===== src/rtl/ex_operand_stage.sv =====
// -----------------------------------------------------------------------------
// ex_operand_stage
//
// Purpose:
//    Single-entry operand register between decode and execute. It captures an
//    instruction from decode and holds it until the execute stage consumes it.
//    It forms the A/B operands and shift amount for the ALU/shifter. When
//    forwarding is built in, operands are resolved against the EX/MEM and
//    MEM/WB result buses at capture. While stalled, the held operands keep
//    snooping the MEM/WB bus so a late writeback is not missed.
//
// Configuration:
//    EX_OPERAND_FWD_EN  - when defined, enables capture-time forwarding (MEM
//                         has priority over WB, x0 always reads 0) and
//                         stall-time WB snooping. When undefined, the register
//                         file data is captured raw, and the mem_* and wb_*
//                         ports are present but ignored.
//
// Ports:
//    clk, rst_n                 clock, asynchronous active-low reset
//    in_valid / in_ready        decode handshake (in_ready is combinational)
//    in_pc, in_imm              PC and sign-extended immediate
//    in_rs1, in_rs2, in_rd      register addresses
//    in_rs1_data, in_rs2_data   register-file read data
//    in_sel                     op code (1000 SRL, 1001 SLL, 1010 SRA, else ALU)
//    in_use_imm, in_reg_write   B-operand select, writeback enable
//    flush                      kill held and incoming instruction
//    mem_we, mem_rd, mem_data   EX/MEM forwarding source
//    wb_we, wb_rd, wb_data      MEM/WB forwarding source
//    out_valid / out_ready      execute handshake
//    out_a, out_b, out_shamt    operands and shift amount (out_b[4:0])
//    out_sel, out_rd            op code and destination register
//    out_reg_write, out_pc      writeback enable (0 when empty), PC
// -----------------------------------------------------------------------------
module ex_operand_stage (
   input  logic        clk,
   input  logic        rst_n,
   input  logic        in_valid,
   output logic        in_ready,
   input  logic [31:0] in_pc,
   input  logic [31:0] in_imm,
   input  logic [4:0]  in_rs1,
   input  logic [4:0]  in_rs2,
   input  logic [4:0]  in_rd,
   input  logic [31:0] in_rs1_data,
   input  logic [31:0] in_rs2_data,
   input  logic [3:0]  in_sel,
   input  logic        in_use_imm,
   input  logic        in_reg_write,
   input  logic        flush,
   input  logic        mem_we,
   input  logic [4:0]  mem_rd,
   input  logic [31:0] mem_data,
   input  logic        wb_we,
   input  logic [4:0]  wb_rd,
   input  logic [31:0] wb_data,
   output logic        out_valid,
   input  logic        out_ready,
   output logic [31:0] out_a,
   output logic [31:0] out_b,
   output logic [4:0]  out_shamt,
   output logic [3:0]  out_sel,
   output logic [4:0]  out_rd,
   output logic        out_reg_write,
   output logic [31:0] out_pc
);

   // Held instruction.
   logic        held_valid;
   logic [31:0] held_rs1_val;
   logic [31:0] held_rs2_val;
   logic [31:0] held_imm;
   logic [31:0] held_pc;
   logic        held_use_imm;
   logic        held_reg_write;
   logic [3:0]  held_sel;
   logic [4:0]  held_rd;

   logic        capture;
   logic        stalled;
   logic [31:0] next_rs1_val;
   logic [31:0] next_rs2_val;

   // The entry may be refilled in the same cycle it is consumed. A flush
   // always blocks capture.
   assign in_ready = (!held_valid || out_ready) && !flush;
   assign capture  = in_valid && in_ready;

   // Stalled means the entry survives this edge with unchanged ownership.
   // This is the only window in which WB snooping is meaningful.
   assign stalled  = held_valid && !out_ready && !flush;

`ifdef EX_OPERAND_FWD_EN
   logic [4:0]  held_rs1;
   logic [4:0]  held_rs2;
   logic [31:0] fwd_rs1_val;
   logic [31:0] fwd_rs2_val;
   logic        snoop_rs1;
   logic        snoop_rs2;

   // Operand resolution: x0 is hard-wired to zero and never forwarded. The
   // younger EX/MEM result beats the older MEM/WB result.
   function automatic logic [31:0] resolve_operand(
      input logic [4:0]  addr,
      input logic [31:0] rf_data,
      input logic        m_we,
      input logic [4:0]  m_rd,
      input logic [31:0] m_data,
      input logic        w_we,
      input logic [4:0]  w_rd,
      input logic [31:0] w_data
   );
      logic [31:0] result;
      result = rf_data;
      if (addr == 5'd0) begin
         result = 32'd0;
      end else if (m_we && (m_rd == addr)) begin
         result = m_data;
      end else if (w_we && (w_rd == addr)) begin
         result = w_data;
      end
      return result;
   endfunction

   assign fwd_rs1_val = resolve_operand(in_rs1, in_rs1_data, mem_we, mem_rd,
                                        mem_data, wb_we, wb_rd, wb_data);
   assign fwd_rs2_val = resolve_operand(in_rs2, in_rs2_data, mem_we, mem_rd,
                                        mem_data, wb_we, wb_rd, wb_data);

   // A writeback that lands while the instruction waits must still reach it.
   // Only WB is snooped: it is the last point where a result becomes
   // architecturally visible before the register file.
   assign snoop_rs1 = stalled && wb_we && (wb_rd == held_rs1) && (held_rs1 != 5'd0);
   assign snoop_rs2 = stalled && wb_we && (wb_rd == held_rs2) && (held_rs2 != 5'd0);

   always_comb begin
      next_rs1_val = held_rs1_val;
      next_rs2_val = held_rs2_val;
      if (capture) begin
         next_rs1_val = fwd_rs1_val;
         next_rs2_val = fwd_rs2_val;
      end else begin
         if (snoop_rs1) begin
            next_rs1_val = wb_data;
         end
         if (snoop_rs2) begin
            next_rs2_val = wb_data;
         end
      end
   end

   // Source addresses are kept only so the held operands can be snooped.
   always_ff @(posedge clk or negedge rst_n) begin
      if (!rst_n) begin
         held_rs1 <= 5'd0;
         held_rs2 <= 5'd0;
      end else if (capture) begin
         held_rs1 <= in_rs1;
         held_rs2 <= in_rs2;
      end
   end
`else
   // Forwarding hardware is absent. These inputs are reduced here only so
   // that they have a reader.
   logic unused_fwd_inputs;
   assign unused_fwd_inputs = ^{in_rs1, in_rs2, mem_we, mem_rd, mem_data,
                                wb_we, wb_rd, wb_data};

   always_comb begin
      next_rs1_val = held_rs1_val;
      next_rs2_val = held_rs2_val;
      if (capture) begin
         next_rs1_val = in_rs1_data;
         next_rs2_val = in_rs2_data;
      end
   end
`endif

   // Entry occupancy and payload. flush and capture are mutually exclusive
   // because in_ready is low during a flush. Payload fields other than the
   // operands change only on capture, so they hold after the entry empties.
   always_ff @(posedge clk or negedge rst_n) begin
      if (!rst_n) begin
         held_valid     <= 1'b0;
         held_rs1_val   <= 32'd0;
         held_rs2_val   <= 32'd0;
         held_imm       <= 32'd0;
         held_pc        <= 32'd0;
         held_use_imm   <= 1'b0;
         held_reg_write <= 1'b0;
         held_sel       <= 4'd0;
         held_rd        <= 5'd0;
      end else begin
         if (flush) begin
            held_valid <= 1'b0;
         end else if (capture) begin
            held_valid <= 1'b1;
         end else if (out_ready) begin
            held_valid <= 1'b0;
         end

         held_rs1_val <= next_rs1_val;
         held_rs2_val <= next_rs2_val;

         if (capture) begin
            held_imm       <= in_imm;
            held_pc        <= in_pc;
            held_use_imm   <= in_use_imm;
            held_reg_write <= in_reg_write;
            held_sel       <= in_sel;
            held_rd        <= in_rd;
         end
      end
   end

   assign out_valid     = held_valid;
   assign out_a         = held_rs1_val;
   assign out_b         = held_use_imm ? held_imm : held_rs2_val;
   assign out_shamt     = out_b[4:0];
   assign out_sel       = held_sel;
   assign out_rd        = held_rd;
   assign out_pc        = held_pc;
   // An empty entry must never request a register write.
   assign out_reg_write = held_valid && held_reg_write;

endmodule


===== config.mk =====
export PLATFORM = sky130hd
export DESIGN_NAME = ex_operand_stage
export DESIGN_NICKNAME = d
export VERILOG_FILES = /design/src/rtl/ex_operand_stage.sv
export SDC_FILE = /design/constraint.sdc
export NUM_CORES = 1
export LEC_CHECK = 0
export ABC_AREA = 1
export CORE_MARGIN = 3
export CORE_UTILIZATION = 39
export CTS_CLUSTER_DIAMETER = 30
export DETAILED_ROUTE_END_ITERATION = 12
export GPL_TIMING_DRIVEN = 0
export PLACE_DENSITY = 0.81
export RECOVER_POWER = 25
export SETUP_SLACK_MARGIN = 0.5
export SLEW_MARGIN = 20
export SYNTH_ARGS = -nofsm -noshare
export SYNTH_HDL_FRONTEND = slang
export SYNTH_SLANG_ARGS = --single-unit
export TNS_END_PERCENT = 5

===== constraint.sdc =====
create_clock -name clk -period 1.24 [get_ports clk]
set_input_delay 0.186 -clock clk [delete_from_list [all_inputs] [get_ports clk]]
set_output_delay 0.186 -clock clk [all_outputs]
set_load 0.005 [all_outputs]

## Word level (Yosys, flattened, before mapping)

Index checks and enable logic that the tools add are counted.

- Register bits: 140
- Bits of input ports: 230
- Output and inout bits: 113

- Muxes and demuxes: 4
- Reductions and logical operators: 7

Operators by type and width:

| cell | number |
|---|---|
| 2-to-1 mux 32 bit | 1 |
| logical AND 1 bit | 3 |
| 2-to-1 mux 1 bit | 3 |
| nonzero test 3 bit | 1 |
| logical NOT 1 bit | 2 |
| logical OR 1 bit | 1 |

## Depth between registers and ports, before layout

Gate-level depths: netlist of run 1.

- Word-level depth: 6
- Gate-level depth with buffers: 7
- Depth with buffers taken out: 5

## Worst setup path after synthesis of run 1

Ideal clock, no wire load.

- Path kind: register to output
- Start: reg held_use_imm
- End: out out_shamt[3]
- Arrival: 0.984 ns
- Slack: 0.070 ns
- Stages on the path, launching flop included: 6
- Buffers on the path: 3
- Cells stage by stage: dfrtp_1 > buf_2 > buf_2 > nand2_1 > o21ai_0 > buf_4

- Word-level cells in the longest chain between the ends: 1

RTL lines:

| what | line | text |
|---|---|---|
| from (decl) | 74 | `logic held_use_imm;` |
| from (signal assigned) | 208 | `held_use_imm <= in_use_imm;` |
| 2-to-1 mux 32 bit | 218 | `assign out_b = held_use_imm ? held_imm : held_rs2_val;` |
| to (decl) | 61 | `output logic [4:0] out_shamt,` |

No other way between the ends.

## Worst setup path after layout of run 1

- Start: reg held_use_imm
- End: out out_b[24]

- Word-level cells in the longest chain between the ends: 1

RTL lines:

| what | line | text |
|---|---|---|
| 2-to-1 mux 32 bit | 218 |  |
| to (decl) | 60 | `output logic [31:0] out_b,` |

No other way between the ends.

==> run metrics, run 1 <==
setup_tns -23.93 ns; Static Leak 5.07 nW; IO Pins 343; CTS tree done; met3 routed WL 1.91 mm; Max VDD drop 937 uV; TritonCTS sink count 140; most common cell after layout, fill and taps aside nand2_1; n_diodes 0; total length of routed met2 wires 10.4 mm; critical path data required time 1.05 ns; gr ovfl total 0; WS Path Type reg2out; Die Y-Extent 132 um; clk buf depth 2; cell area after synthesis 0.00624 mm^2; slowest CP cell dfrtp_2; post-synth cell types 14; Skew-Pair Late Insertion Delay 0.41 ns; Setup WS pre-CTS -0.604 ns; CP Max Fanout 5; vias in the first global route 6355; crit path time final 1.74 ns; largest net degree at the start of global routing 77; most frequent cells in the layout nand2_1, clkdlybuf4s50_1, nand4_1, dfrtp_1, buf_2; number of DRC markers in iteration 0 283; Max-Cap Viols 0; total design power 13.7 mW; clk_skew 0.00495 ns; Post-Syn Area per Cell 8.48 um^2; dpl cells 1202; H-tree Lvls 4; Sw Pwr 3.91 mW; width of the die 132 um; DRC viols 0; DR WL/cell 17.1 um; TritonCTS buffer count 17; post-synthesis cell count 735; setup repair after global routing missed its margin yes; Final period util 1.41; critical path data arrival time 1.56 ns; share of layout cells above drive strength 1 0.271; Sw Ratio 0.285; buffers and inverters on the worst path 4; Post-Route WL 21.3 mm; final slew viol count 0; via/cell ratio 5.10; Core ar. 0.0154 mm^2; most used cell, CP buf_8; Pwr per Cell Area 1400 mW/mm^2; Setup WS post-layout -0.505 ns; drt first pass iters 4; PortBufs 255; yosys warns 0; status finished with violations; non-filler cells, final 1243; fill cell instance count of the final layout 1353; Clock power frac 0.335; worst stage delay on the critical path 0.44 ns; clk slew on worst S/H paths 0.05 ns; worst path cell trace buf_8 -> buf_8 -> clkbuf_16 -> o21ai_2 -> buf_2; nets 1253; FF+latch count, synth 140; failing checks hold timing, setup timing; fmax 573 MHz; Final setup viols 150; DIE AREA 0.0175 mm^2; syn_nets 965; cell family with most CP delay buffers and inverters; P_int 9.82 mW; All-Layer GR Usage 0.242; Worst-Margin Slew 0.920 ns; Hold WS -0.0895 ns; RD Place Congestion 0.865; Starting Density 0.404; initial antenna violation count 0; Hold Path Class in2async; Rows 45; Worst setup SP type flip-flop; Post-DRT Antenna Nets 0; part of the power in registers 0.412; power share of the combinational group 0.253; CTS Root Cell clkbuf_16; met1 WL 8.29 mm; Area Overhead vs Synth 57.4%; first-pass GRT wire length 33.6 mm; slew margin rel. 0.387; Crit. End Element primary output; sequential element share of the synthesized area 0.562; top routing layer used met4; DPL Wire Length 15.1 mm; via count 6341; Final Hold Fails 64
worst paths after layout:
check	from	cells past startpoint	slack, ns	end
worst max-delay path	held_use_imm	5	-0.50	out_b[24]
max in group asynchronous	rst_n	2	0.42	held_use_imm
worst max register to register	out_valid	7	-0.10	held_rs2_val[8]
worst min register to register	out_sel[0]	2	0.46	out_sel[0]
worst min-delay path	rst_n	1	-0.09	held_rs2_val[20]
min in group clk	in_valid	4	0.26	out_valid
synth_stat cells (all sizes together):
| library cell | instances | area [um^2] |
|---|---|---|
| nand3 | 1 | 10.0 |
| nand2 | 312 | 1170 |
| dfrtp | 140 | 3500 |
| buf | 62 | 333 |
| inv | 36 | 135 |
| o21ai | 32 | 160 |
| clkbuf | 11 | 41.3 |
| a21oi | 2 | 10.0 |
| nand4 | 139 | 870 |
cells by family after synthesis:
family          after synthesis  share of synthesized area
buf+inv                     109                     0.0817
simple gates                452                      0.329
compound gates               34                     0.0273
flops                       140                      0.562
metrics by stage:
step	utilization	area, um^2
2_1_floorplan	-	6340
3_3_place_gp	0.594	9160
3_5_place_dp	0.596	9190
4_1_cts	0.630	9720
5_1_grt	0.636	9820
6_report	0.636	9820
state kept, by name (all words and copies together) (netlist names):
register	flops
held_imm	32
held_reg_write	1
held_rs2_val	32
held_use_imm	1
out_a	32
out_pc	32
out_rd	5
out_sel	4
out_valid	1
final cells by class:
type                       count  area, um^2  area share
sequential                   140        3510       0.357
multi-input combinational    486        2500       0.254
timing repair buffer         269        2250       0.230
buffer                        73         632      0.0644
clock buffer                  19         453      0.0461
tap                          211         264      0.0269
inverter                      36         135      0.0138
clock inverter                 9        75.1     0.00765
metal layers:
layer	up-vias	track usage
li1	3020	-
met1	2988	0.294
met2	285	0.402
met3	48	0.0810
met4	0	0.0912
met5	-	0
worst reg2reg max path: stages (launching register included):
cell,delay [ns]
dfrtp_2,0.45
buf_6,0.15
nand2_8,0.08
nand3_4,0.10
buf_12,0.17
buf_6,0.15
nand2_1,0.07
nand2_1,0.05
power by group through the flow:
stage                     Combinational, mW  Clock, mW  Sequential [mW]
after detailed placement               3.44          0             5.67
final                                  3.47       4.60             5.65
after global placement                 3.36          0             5.66
after global routing                   3.82       4.89             5.72
after CTS                              3.42       4.68             5.63
after floorplan                        1.23          0             5.64
repair_timing:
item                                    in CTS  in global routing
setup buffers                                9                  0
endpoints found under the setup margin     253                253
pin swaps                                   17                  5
resized for setup                          568                 30
gates cloned                                 4                  0
hold endpoints to repair                    64                 64
No activity file was read; power rests on OpenSTA's default activity.
==> run 2, diff against run 1 <==
--- a/config.mk
+++ b/config.mk
@@ -18,4 +18,3 @@
 export SYNTH_ARGS = -nofsm -noshare
 export SYNTH_HDL_FRONTEND = slang
 export SYNTH_SLANG_ARGS = --single-unit
-export TNS_END_PERCENT = 5
==> run metrics, run 2 (same netlist as run 1, synthesis figures left out) <==
WS Path Type reg2out; Final Hold Fails 41; Post-DRT Antenna Nets 0; drt first pass iters 4; sequential standard cell area 0.00351 mm^2; slew margin rel. 0.334; n_diodes 0; initial antenna violation count 2; DIE AREA 0.0175 mm^2; setup repair after global routing missed its margin yes; vias in the first global route 7012; Die Y-Extent 132 um; IO Pins 343; Skew-Pair Late Insertion Delay 0.42 ns; nets 1357; DR WL/cell 19.7 um; worst path cell trace buf_6 -> buf_12 -> buf_16 -> o21ai_4 -> buf_6 -> buf_6; Static Leak 6.11 nW; Final period util 1.44; TritonCTS buffer count 17; Rows 45; largest net degree at the start of global routing 76; number of DRC markers in iteration 0 345; DRC viols 0; clk_skew 0.00870 ns; total design power 15.6 mW; clk buf depth 2; final slew viol count 0; Final setup viols 180; Max-Cap Viols 0; clk slew on worst S/H paths 0.06 ns; PortBufs 255; r2r startpoint out_valid; status finished with violations; most used cell, CP buf_6; H-tree Lvls 4; via/cell ratio 5.32; critical path data arrival time 1.61 ns; most frequent cells in the layout nand2_2, clkdlybuf4s50_1, nand4_1, dfrtp_1, buf_2; fill cell instance count of the final layout 974; Setup WS post-layout -0.552 ns; cell family with most CP delay buffers and inverters; via count 7180; Max VDD drop 904 uV; Area Overhead vs Synth 93.4%; r2r setup slk -0.31 ns; CP Max Fanout 5; first-pass GRT wire length 36.7 mm; Starting Density 0.404; Worst-Margin Slew 0.999 ns; Post-Route WL 26.6 mm; width of the die 132 um; buffers and inverters on the worst path 5; RD Place Congestion 0.860; CTS tree done; multi-input logic area 0.00319 mm^2; Crit. End Element primary output; worst stage delay on the critical path 0.45 ns; fmax 558 MHz; Pwr per Cell Area 1300 mW/mm^2; TritonCTS sink count 140; Crit Reg-Reg Endpoint out_a[0]; Core ar. 0.0154 mm^2; failing checks hold timing, setup timing; Hold WS -0.0579 ns; CTS Root Cell clkbuf_16; FF-to-FF path depth 9; share of layout cells above drive strength 1 0.490; Hold Path Class in2async; DPL Wire Length 14.9 mm; crit path time final 1.79 ns; Worst setup SP type flip-flop; gr ovfl total 0; slowest CP cell dfrtp_2; All-Layer GR Usage 0.263; critical path data required time 1.05 ns
-- run 2: per-layer routing --
metal | vias to the layer above | routed length (um) | GRT usage | part of all wire
li1 | 3257 | - | - | -
met2 | 343 | 13900 | 0.460 | 0.52
met1 | 3505 | 9610 | 0.303 | 0.36
met3 | 71 | 2150 | 0.0814 | 0.081
met4 | 4 | 895 | 0.0999 | 0.034
met5 | - | 31 | 0 | 0.0012
-- run 2: cell type report --
| type | count | area share |
|---|---|---|
| Buffer | 73 | 0.0660 |
| Tap cell | 211 | 0.0219 |
| Sequential cell | 140 | 0.291 |
| Multi-Input combinational cell | 486 | 0.265 |
| Timing Repair Buffer | 373 | 0.300 |
| Clock buffer | 21 | 0.0374 |
| Inverter | 36 | 0.0112 |
| Clock inverter | 9 | 0.00809 |
-- run 2: through the flow --
stage | instances | setup TNS (ns) | utilization | cell area (um^2) | worst slack, ns
final | 1349 | -48.79 | 0.782 | 12100 | -0.552
after detailed placement | 1202 | -72.23 | 0.603 | 9310 | -0.530
after global routing | 1349 | -54.65 | 0.782 | 12100 | -0.585
after global placement | 1201 | -879.70 | 0.601 | 9280 | -5.81
after CTS | 1294 | -38.97 | 0.705 | 10900 | -0.546
after floorplan | 735 | 0 | - | 6460 | 0.137
-- run 2: where the power goes --
group	leakage (nW)	total (mW)	internal, mW	switching, mW
combinational	4.11	4.95	2.74	2.21
sequential	1.73	5.78	5.24	0.542
clock	0.272	4.90	2.97	1.93
-- run 2: what timing repair did --
item | in CTS | in global routing
cloned | 18 | 10
setup endpoints to repair | 253 | 253
pin swaps | 20 | 16
resized for setup | 662 | 188
endpoints found under the hold margin | 65 | 65
setup buffers | 44 | 45
-- run 2: worst max path at each step --
| stage | from | end | slack, ns | depth (start not counted) |
|---|---|---|---|---|
| floorplan | out_valid | out_pc[10] | 0.14 | 6 |
| global placement | rst_n | out_a[20] | -5.81 | 1 |
| detailed placement | out_ready | held_rs2_val[25] | -0.53 | 7 |
| CTS | held_use_imm | out_shamt[1] | -0.55 | 6 |
| global route | held_use_imm | out_shamt[2] | -0.59 | 6 |
| finish | held_use_imm | out_shamt[2] | -0.55 | 6 |
